<file path="src/rtl/alu_arbiter_pkg.sv">
// rtl/alu_arbiter_pkg.sv - ALU command codes and arbiter FSM state encoding
package alu_arbiter_pkg;

  localparam logic [2:0] CMD_ADD  = 3'd0;
  localparam logic [2:0] CMD_SUB  = 3'd1;
  localparam logic [2:0] CMD_XOR  = 3'd2;
  localparam logic [2:0] CMD_SLT  = 3'd3;
  localparam logic [2:0] CMD_AND  = 3'd4;
  localparam logic [2:0] CMD_NAND = 3'd5;
  localparam logic [2:0] CMD_NOR  = 3'd6;
  localparam logic [2:0] CMD_OR   = 3'd7;

  typedef enum logic [1:0] {
    ST_IDLE = 2'd0,
    ST_EXEC = 2'd1,
    ST_RESP = 2'd2
  } state_e;

endpackage

</file>
<file path="src/rtl/alu_arbiter_rr_arb2.sv">
// rtl/alu_arbiter_rr_arb2.sv - two-request round-robin grant, reusable for any shared unit
module rr_arb2 (
  input  logic valid0,
  input  logic valid1,
  input  logic pointer,
  output logic grant,
  output logic grant_valid
);

  // The pointer only breaks ties; a lone requester always wins.
  always_comb begin
    grant_valid = valid0 | valid1;
    grant       = (valid0 && valid1) ? pointer : valid1;
  end

endmodule

</file>
<file path="src/rtl/alu_arbiter.sv">
// rtl/alu_arbiter.sv - shares one combinational ALU between two requesters, tagged response out
module alu_arbiter
  import alu_arbiter_pkg::*;
#(
  parameter int WIDTH = 32
) (
  input  logic             clk,
  input  logic             rst_n,
  input  logic             req0_valid,
  output logic             req0_ready,
  input  logic [WIDTH-1:0] req0_a,
  input  logic [WIDTH-1:0] req0_b,
  input  logic [2:0]       req0_cmd,
  input  logic             req1_valid,
  output logic             req1_ready,
  input  logic [WIDTH-1:0] req1_a,
  input  logic [WIDTH-1:0] req1_b,
  input  logic [2:0]       req1_cmd,
  output logic             rsp_valid,
  input  logic             rsp_ready,
  output logic             rsp_id,
  output logic [WIDTH-1:0] rsp_result,
  output logic             rsp_carryout,
  output logic             rsp_overflow,
  output logic             rsp_zero,
  output logic [WIDTH-1:0] alu_operandA,
  output logic [WIDTH-1:0] alu_operandB,
  output logic [2:0]       alu_command,
  input  logic [WIDTH-1:0] alu_result,
  input  logic             alu_carryout,
  input  logic             alu_overflow,
  input  logic             alu_zero
);

  state_e           state_q, state_d;
  logic             ptr_q, ptr_d;
  logic [WIDTH-1:0] a_q, a_d, b_q, b_d;
  logic [2:0]       cmd_q, cmd_d;
  logic             id_q, id_d;
  logic             rsp_valid_q, rsp_valid_d;
  logic [WIDTH-1:0] rsp_result_q, rsp_result_d;
  logic             rsp_c_q, rsp_c_d, rsp_o_q, rsp_o_d, rsp_z_q, rsp_z_d;
  logic             grant, grant_valid;

  rr_arb2 u_rr_arb2 (
    .valid0      (req0_valid),
    .valid1      (req1_valid),
    .pointer     (ptr_q),
    .grant       (grant),
    .grant_valid (grant_valid)
  );

  always_comb begin
    state_d      = state_q;
    ptr_d        = ptr_q;
    a_d          = a_q;
    b_d          = b_q;
    cmd_d        = cmd_q;
    id_d         = id_q;
    rsp_valid_d  = rsp_valid_q;
    rsp_result_d = rsp_result_q;
    rsp_c_d      = rsp_c_q;
    rsp_o_d      = rsp_o_q;
    rsp_z_d      = rsp_z_q;
    req0_ready   = 1'b0;
    req1_ready   = 1'b0;
    case (state_q)
      ST_IDLE: begin
        if (grant_valid) begin
          req0_ready = ~grant;
          req1_ready = grant;
          a_d        = grant ? req1_a : req0_a;
          b_d        = grant ? req1_b : req0_b;
          cmd_d      = grant ? req1_cmd : req0_cmd;
          id_d       = grant;
          ptr_d      = ~grant;
          state_d    = ST_EXEC;
        end
      end
      ST_EXEC: begin
        rsp_result_d = alu_result;
        rsp_c_d      = alu_carryout;
        rsp_o_d      = alu_overflow;
        rsp_z_d      = alu_zero;
        rsp_valid_d  = 1'b1;
        state_d      = ST_RESP;
      end
      ST_RESP: begin
        if (rsp_ready) begin
          rsp_valid_d = 1'b0;
          state_d     = ST_IDLE;
        end
      end
      default: state_d = ST_IDLE;
    endcase
  end

  always_ff @(posedge clk or negedge rst_n) begin
    if (!rst_n) begin
      state_q      <= ST_IDLE;
      ptr_q        <= 1'b0;
      a_q          <= '0;
      b_q          <= '0;
      cmd_q        <= 3'd0;
      id_q         <= 1'b0;
      rsp_valid_q  <= 1'b0;
      rsp_result_q <= '0;
      rsp_c_q      <= 1'b0;
      rsp_o_q      <= 1'b0;
      rsp_z_q      <= 1'b0;
    end else begin
      state_q      <= state_d;
      ptr_q        <= ptr_d;
      a_q          <= a_d;
      b_q          <= b_d;
      cmd_q        <= cmd_d;
      id_q         <= id_d;
      rsp_valid_q  <= rsp_valid_d;
      rsp_result_q <= rsp_result_d;
      rsp_c_q      <= rsp_c_d;
      rsp_o_q      <= rsp_o_d;
      rsp_z_q      <= rsp_z_d;
    end
  end

  // ALU inputs come straight from flops so the shared ALU never sees request-side glitches.
  assign alu_operandA = a_q;
  assign alu_operandB = b_q;
  assign alu_command  = cmd_q;
  assign rsp_valid    = rsp_valid_q;
  assign rsp_id       = id_q;
  assign rsp_result   = rsp_result_q;
  assign rsp_carryout = rsp_c_q;
  assign rsp_overflow = rsp_o_q;
  assign rsp_zero     = rsp_z_q;

endmodule

</file>
<file path="config.mk">
export PLATFORM = sky130hd
export DESIGN_NAME = alu_arbiter
export DESIGN_NICKNAME = d
export VERILOG_FILES = /design/src/rtl/alu_arbiter_pkg.sv /design/src/rtl/alu_arbiter_rr_arb2.sv /design/src/rtl/alu_arbiter.sv
export SDC_FILE = /design/constraint.sdc
export NUM_CORES = 1
export LEC_CHECK = 0
export BUFFER_PORTS_ARGS = -buffer_cell sky130_fd_sc_hd__buf_2
export CAP_MARGIN = 10
export CELL_PAD_IN_SITES_DETAIL_PLACEMENT = 1
export CELL_PAD_IN_SITES_GLOBAL_PLACEMENT = 1
export CORE_ASPECT_RATIO = 0.9
export CORE_UTILIZATION = 30
export CTS_CLUSTER_DIAMETER = 120
export CTS_CLUSTER_SIZE = 25
export DETAILED_ROUTE_END_ITERATION = 8
export HOLD_SLACK_MARGIN = 0.05
export PLACE_DENSITY_LB_ADDON = 0.1
export SYNTH_ARGS = -nofsm -noshare
export SYNTH_HDL_FRONTEND = slang
export SYNTH_SLANG_ARGS = --single-unit
</file>
<file path="constraint.sdc">
create_clock -name clk -period 1.9 [get_ports clk]
set_input_delay 0.095 -clock clk [delete_from_list [all_inputs] [get_ports clk]]
set_output_delay 0.095 -clock clk [all_outputs]
set_load 0.01 [all_outputs]
</file>
Yosys cells after proc, flatten, opt, wreduce, memory -nomap -nowiden --
Cells that the tools add are included.
Word-level totals: bits in registers 107, output and inout bits 106, logic and storage cells 36
Cells by class: equal/unequal tests 4, multiplexer cells 13, bitwise gates (word level) 2, reductions and logical operators 6
Operators by type and width (number):
- 32-bit 2-to-1 mux | 2
- 1-bit 2-to-1 mux | 6
- 2-bit case mux with 3 select lines | 1
- 2-bit AND reduction | 3
- 2-bit 2-to-1 mux | 2
- 2-bit inequality test (second input constant) | 2
- 3-bit 2-to-1 mux | 1
- 2-bit by 1-bit equality test with 1-bit output (second input constant) | 1
- 2-bit equality test (second input constant) | 1
- 2-bit logical NOT | 1
- 1-bit case mux with 2 select lines | 1
- 2-bit nonzero test | 1
- 1-bit logical AND | 1
- 1-bit NOT | 1
- 1-bit OR | 1

Longest topological paths before layout --
depth in word-level cells 5, depth in mapped cells 8

Cells and area by module --
A second synthesis with hierarchy kept.
Second synthesis, totals: cell total of the unflattened synthesis 312, area, all modules 4858.4 um2
By module, submodules not included:
- alu_arbiter | times used 1, cells an instance 309, area an instance 4840.9 um2
- rr_arb2 | times used 1, cells an instance 3, area an instance 17.5 um2

Worst setup path after synthesis --
OpenSTA, ideal clock, no wires.
kind reg-to-reg, start register state_q[1], end register rsp_result_q[10], in the netlist rsp_result[10], library setup time 125 ps, arrival 1246 ps, slack 529 ps, stages on the path, launching flop included 5, buffers on the path 2, period minus slack after synthesis 1371 ps, cell sequence dfrtp_1 > nor2b_1 > buf_2 > buf_2 > mux2_2
Between the ends: longest elaborated chain between the ends 1
Ends and longest elaborated chain:
- start: declaration | RTL line alu_arbiter.sv:35 | state_e state_q, state_d;
- start signal: assignment | RTL line alu_arbiter.sv:112 | state_q <= state_d;
- 2-bit by 1-bit equality test with 1-bit output | RTL line alu_arbiter.sv:67 | case (state_q)
- end signal: assignment | RTL line alu_arbiter.sv:119 | rsp_result_q <= rsp_result_d;
- end: declaration | RTL line alu_arbiter.sv:41 | logic [WIDTH-1:0] rsp_result_q, rsp_result_d;
No other way between the ends. A chain may end at the register's enable or synchronous reset.

Worst setup path in the final report --
start register state_q[1], end register a_q[0], in the netlist alu_operandA[0]
Between the ends: longest elaborated chain between the ends 2
Ends and longest elaborated chain:
- 2-bit logical NOT | RTL line alu_arbiter.sv:67
- 2-bit AND reduction (no source line)
- end signal: assignment | RTL line alu_arbiter.sv:102 | a_q <= '0;
- end signal: assignment | RTL line alu_arbiter.sv:114 | a_q <= a_d;
- end: declaration | RTL line alu_arbiter.sv:37 | logic [WIDTH-1:0] a_q, a_d, b_q, b_d;
No other way between the ends.

==> reports/metrics.yaml <==
status: "complete, but fails checks"
violations: "DRC"
tns_ps: 0
hold_viol_final: 0
antenna_found_initial: 3
path_delay_family: "buffers and inverters"
grt_setup_unrepaired: "false"
vdd_drop_max_mv: 0.5619
maxCapViolations: 0
io_pins: 280
grt_max_degree: 70
async_flop_share_pct: 100.0
synth-main-ff-cell: "dfrtp_1"
timing.final.ws_setup_ps: 110.7
synth_cell_type_count: 26
synth_commonest_cells: "107 x dfrtp_1, 71 x a21oi_1, 67 x nand3_1"
path_buf_inv: 2
power_density_mw_per_mm2: 1393
cp_data_arrival_time_ps: 2090
finalMaxSlewViolations: 0
io_buffers: 279
clock-root-buffer: "clkbuf_16"
synthTopCellsByArea: "dfrtp_1 53%, mux2_2 7.8%, a21oi_1 7.1%, nand3_1 6.7%, o21ai_0 6.1%"
synth_top_area_cell: "dfrtp_1"
internal_power_mw: 7.132
crit_required_ps: 2200
skew_ps: 4.683
dp_hpwl_um: 12460
finalSetupViolations: 0
tightest_slew_ps: 756.5
reg2reg_to: "alu_operandA[0]"
critical_path_depth: 5
core_area_mm2: 0.01630
num_vias: 5763
drtPass1Iterations: 6
synth_compound_area_share_pct: 24.83
dieWidth_um: 138.5
endpoint: "alu_operandA[0]"
syn_inst: 487
crit_type: "reg -> reg"
pwr-share-seq_pct: 34.3
path_clk_slew_ps: 80
p_sw_share_pct: 40.55
ant_nets: 0
pre_cts_ws_ps: 370.5
yosysWarnings: 0
timing.rr.start: "state_q[1]"
dieArea_mm2: 0.01730
combPwrFrac_pct: 50.2
fillerInstances: 1868
hold_class: "in -> reg"
cp-end-kind: "register"
wirelength_um: 22060
syn_area_mm2: 0.005034
reg2reg_depth: 5
grt-ovfl-total: 0
initial_core_util_pct: 30.89
p_leak_nw: 3.831
routed_via_density: 5.146
ys_seq_elements: 107
min_period_over_period_pct: 94.18
nets: 1079
gp_congestion: 0.7701
slowest_delay_ps: 560
p_clk_share_pct: 15.5
cts_buffers: 9
synthToLayoutAreaGrowth_pct: 71.14
cts.path.max_buffers: 2
fmax_mhz: 558.9
cts_tree: "built"
fin_crit_ps: 1789
wire_per_inst_um: 19.70
synth_xor_area_share_pct: 0
rows: 44
htree_levels: 3
crit_start: "state_q[1]"
regArea_mm2: 0.002678
ys_seq_area_share_pct: 53.19
grt_pass1_vias: 6455
multiInputGateArea_mm2: 0.002066
drive_gt1_share_pct: 41.32
synthMuxAreaShare_pct: 7.830
path_cells: "nor2_4 -> buf_12 -> a21oi_1 -> a31oi_1 -> dlygate4sd3_1"
clk-insertion-delay-late_ps: 360
remaining_drc_errors: 41
grt_pass1_wl_um: 34820
regToRegSetupSlack_ps: 110
path_max_fanout: 35
yosys.area_share.adder_pct: 0
yosysTopAreaCellShare_pct: 53.19
worstSetupStartpointType: "register"
syn_nets: 661
synth_top_family_by_area: "compound AO/OA/AOI/OAI gates"
clock-sinks: 107
power.net_switching_mw: 4.864
synth-edff-count: 0
yosys.area_share.simple_pct: 8.153
fp.dieH_um: 124.9
drtIter0Drc: 283
slowest_stage: "dlygate4sd3_1"
syn_avg_cell_area_um2: 10.34
max-slew-margin-rel_pct: 49.57
synthMostInstantiatedCell: "dfrtp_1"
track_usage_pct: 25.49
kinds of logic (layout without fill, tap and decap cells):
logic type | Yosys count | count (layout)
compound gates | 207 | 207
flops | 107 | 107
simple gates | 79 | 79
buf+inv | 59 | 482
mux | 35 | 35
other cells | 0 | 3
final cells by class:
type,count,share of cell area [%]
multi-input cells,321,23.98
well taps,207,3.007
inverters,3,0.1452
repair buffers,463,38.34
clock buffers,10,2.658
clock inverters,6,0.6972
flip-flops and latches,107,31.08
diodes,3,0.08715
worst min-delay path, stage by stage:
cell	delay, ps
buf_2	100
o21ai_0	90
a31oi_2	90
metrics by stage:
stage / hold WS (ps) / cells / power, mW / util (%) / instance area (µm²)
after floorplan: -200.6 / 487 / 7.246 / - / 5034
after global placement: -21.42 / 932 / 9.352 / 40.58 / 6613
after detailed placement: -14.18 / 932 / 9.539 / 40.58 / 6613
after CTS: 50.10 / 1115 / 11.86 / 52.61 / 8573
after global routing: 70.13 / 1120 / 12.77 / 52.86 / 8615
final: 59.76 / 1120 / 12.00 / 52.86 / 8615
power by group through the flow:
stage | clock, mW | sequential (mW) | combinational [mW]
3_3_place_gp | 0 | 4.07 | 5.28
4_1_cts | 1.92 | 4.10 | 5.84
5_1_grt | 1.98 | 4.27 | 6.52
6_report | 1.86 | 4.11 | 6.02
3_5_place_dp | 0 | 4.12 | 5.41
2_1_floorplan | 0 | 4.61 | 2.63
what timing repair did:
action                                  4_1_cts  5_1_grt
endpoints found under the setup margin        0        8
setup buffers                                 0        1
endpoints found under the hold margin       209        0
hold buffers                                167        0
gates resized for setup                       0        1
flip-flops by register name, indices dropped and copies added, names as in the netlist:
name          cells
alu_operandA     32
alu_operandB     32
rsp_result       32
alu_command       3
state_q           2
ptr_q             1
rsp_carryout      1
rsp_id            1
rsp_overflow      1
rsp_valid         1
rsp_zero          1
how the worst min path moves through the flow:
stage                    start               end  cells after the start  slack (ps)
finish              req0_b[18]  alu_operandB[18]                      3          60
CTS                 req0_b[18]  alu_operandB[18]                      3          50
global placement         rst_n  alu_operandB[28]                      1         -20
global route        req0_b[18]  alu_operandB[18]                      3          70
floorplan                rst_n    alu_command[0]                      0        -200
detailed placement       rst_n  alu_operandB[28]                      1         -10
cell usage in the layout, fill, tap and decap left out, types with 2 or more instances in the layout:
master and count:
buf_2 278, dlygate4sd3_1 167, dfrtp_1 107, a21oi_1 71
nand3_1 67, o21ai_0 61, a31oi_1 48, mux2_2 35
a31oi_2 20, clkbuf_16 10, buf_4 10, buf_12 7
o21ai_1 6, diode_2 3, or2_2 3, inv_6 3
nand2_1 2, clkinv_4 2
metal layers:
layer	track usage, %	vias up	routed length (µm)
met5	0	-	0
met4	10.91	0	564
met3	5.536	40	1352
met2	45.30	246	11270
met1	29.47	2835	8875
li1	-	2642	-
(Power assumes the default switching activity.)
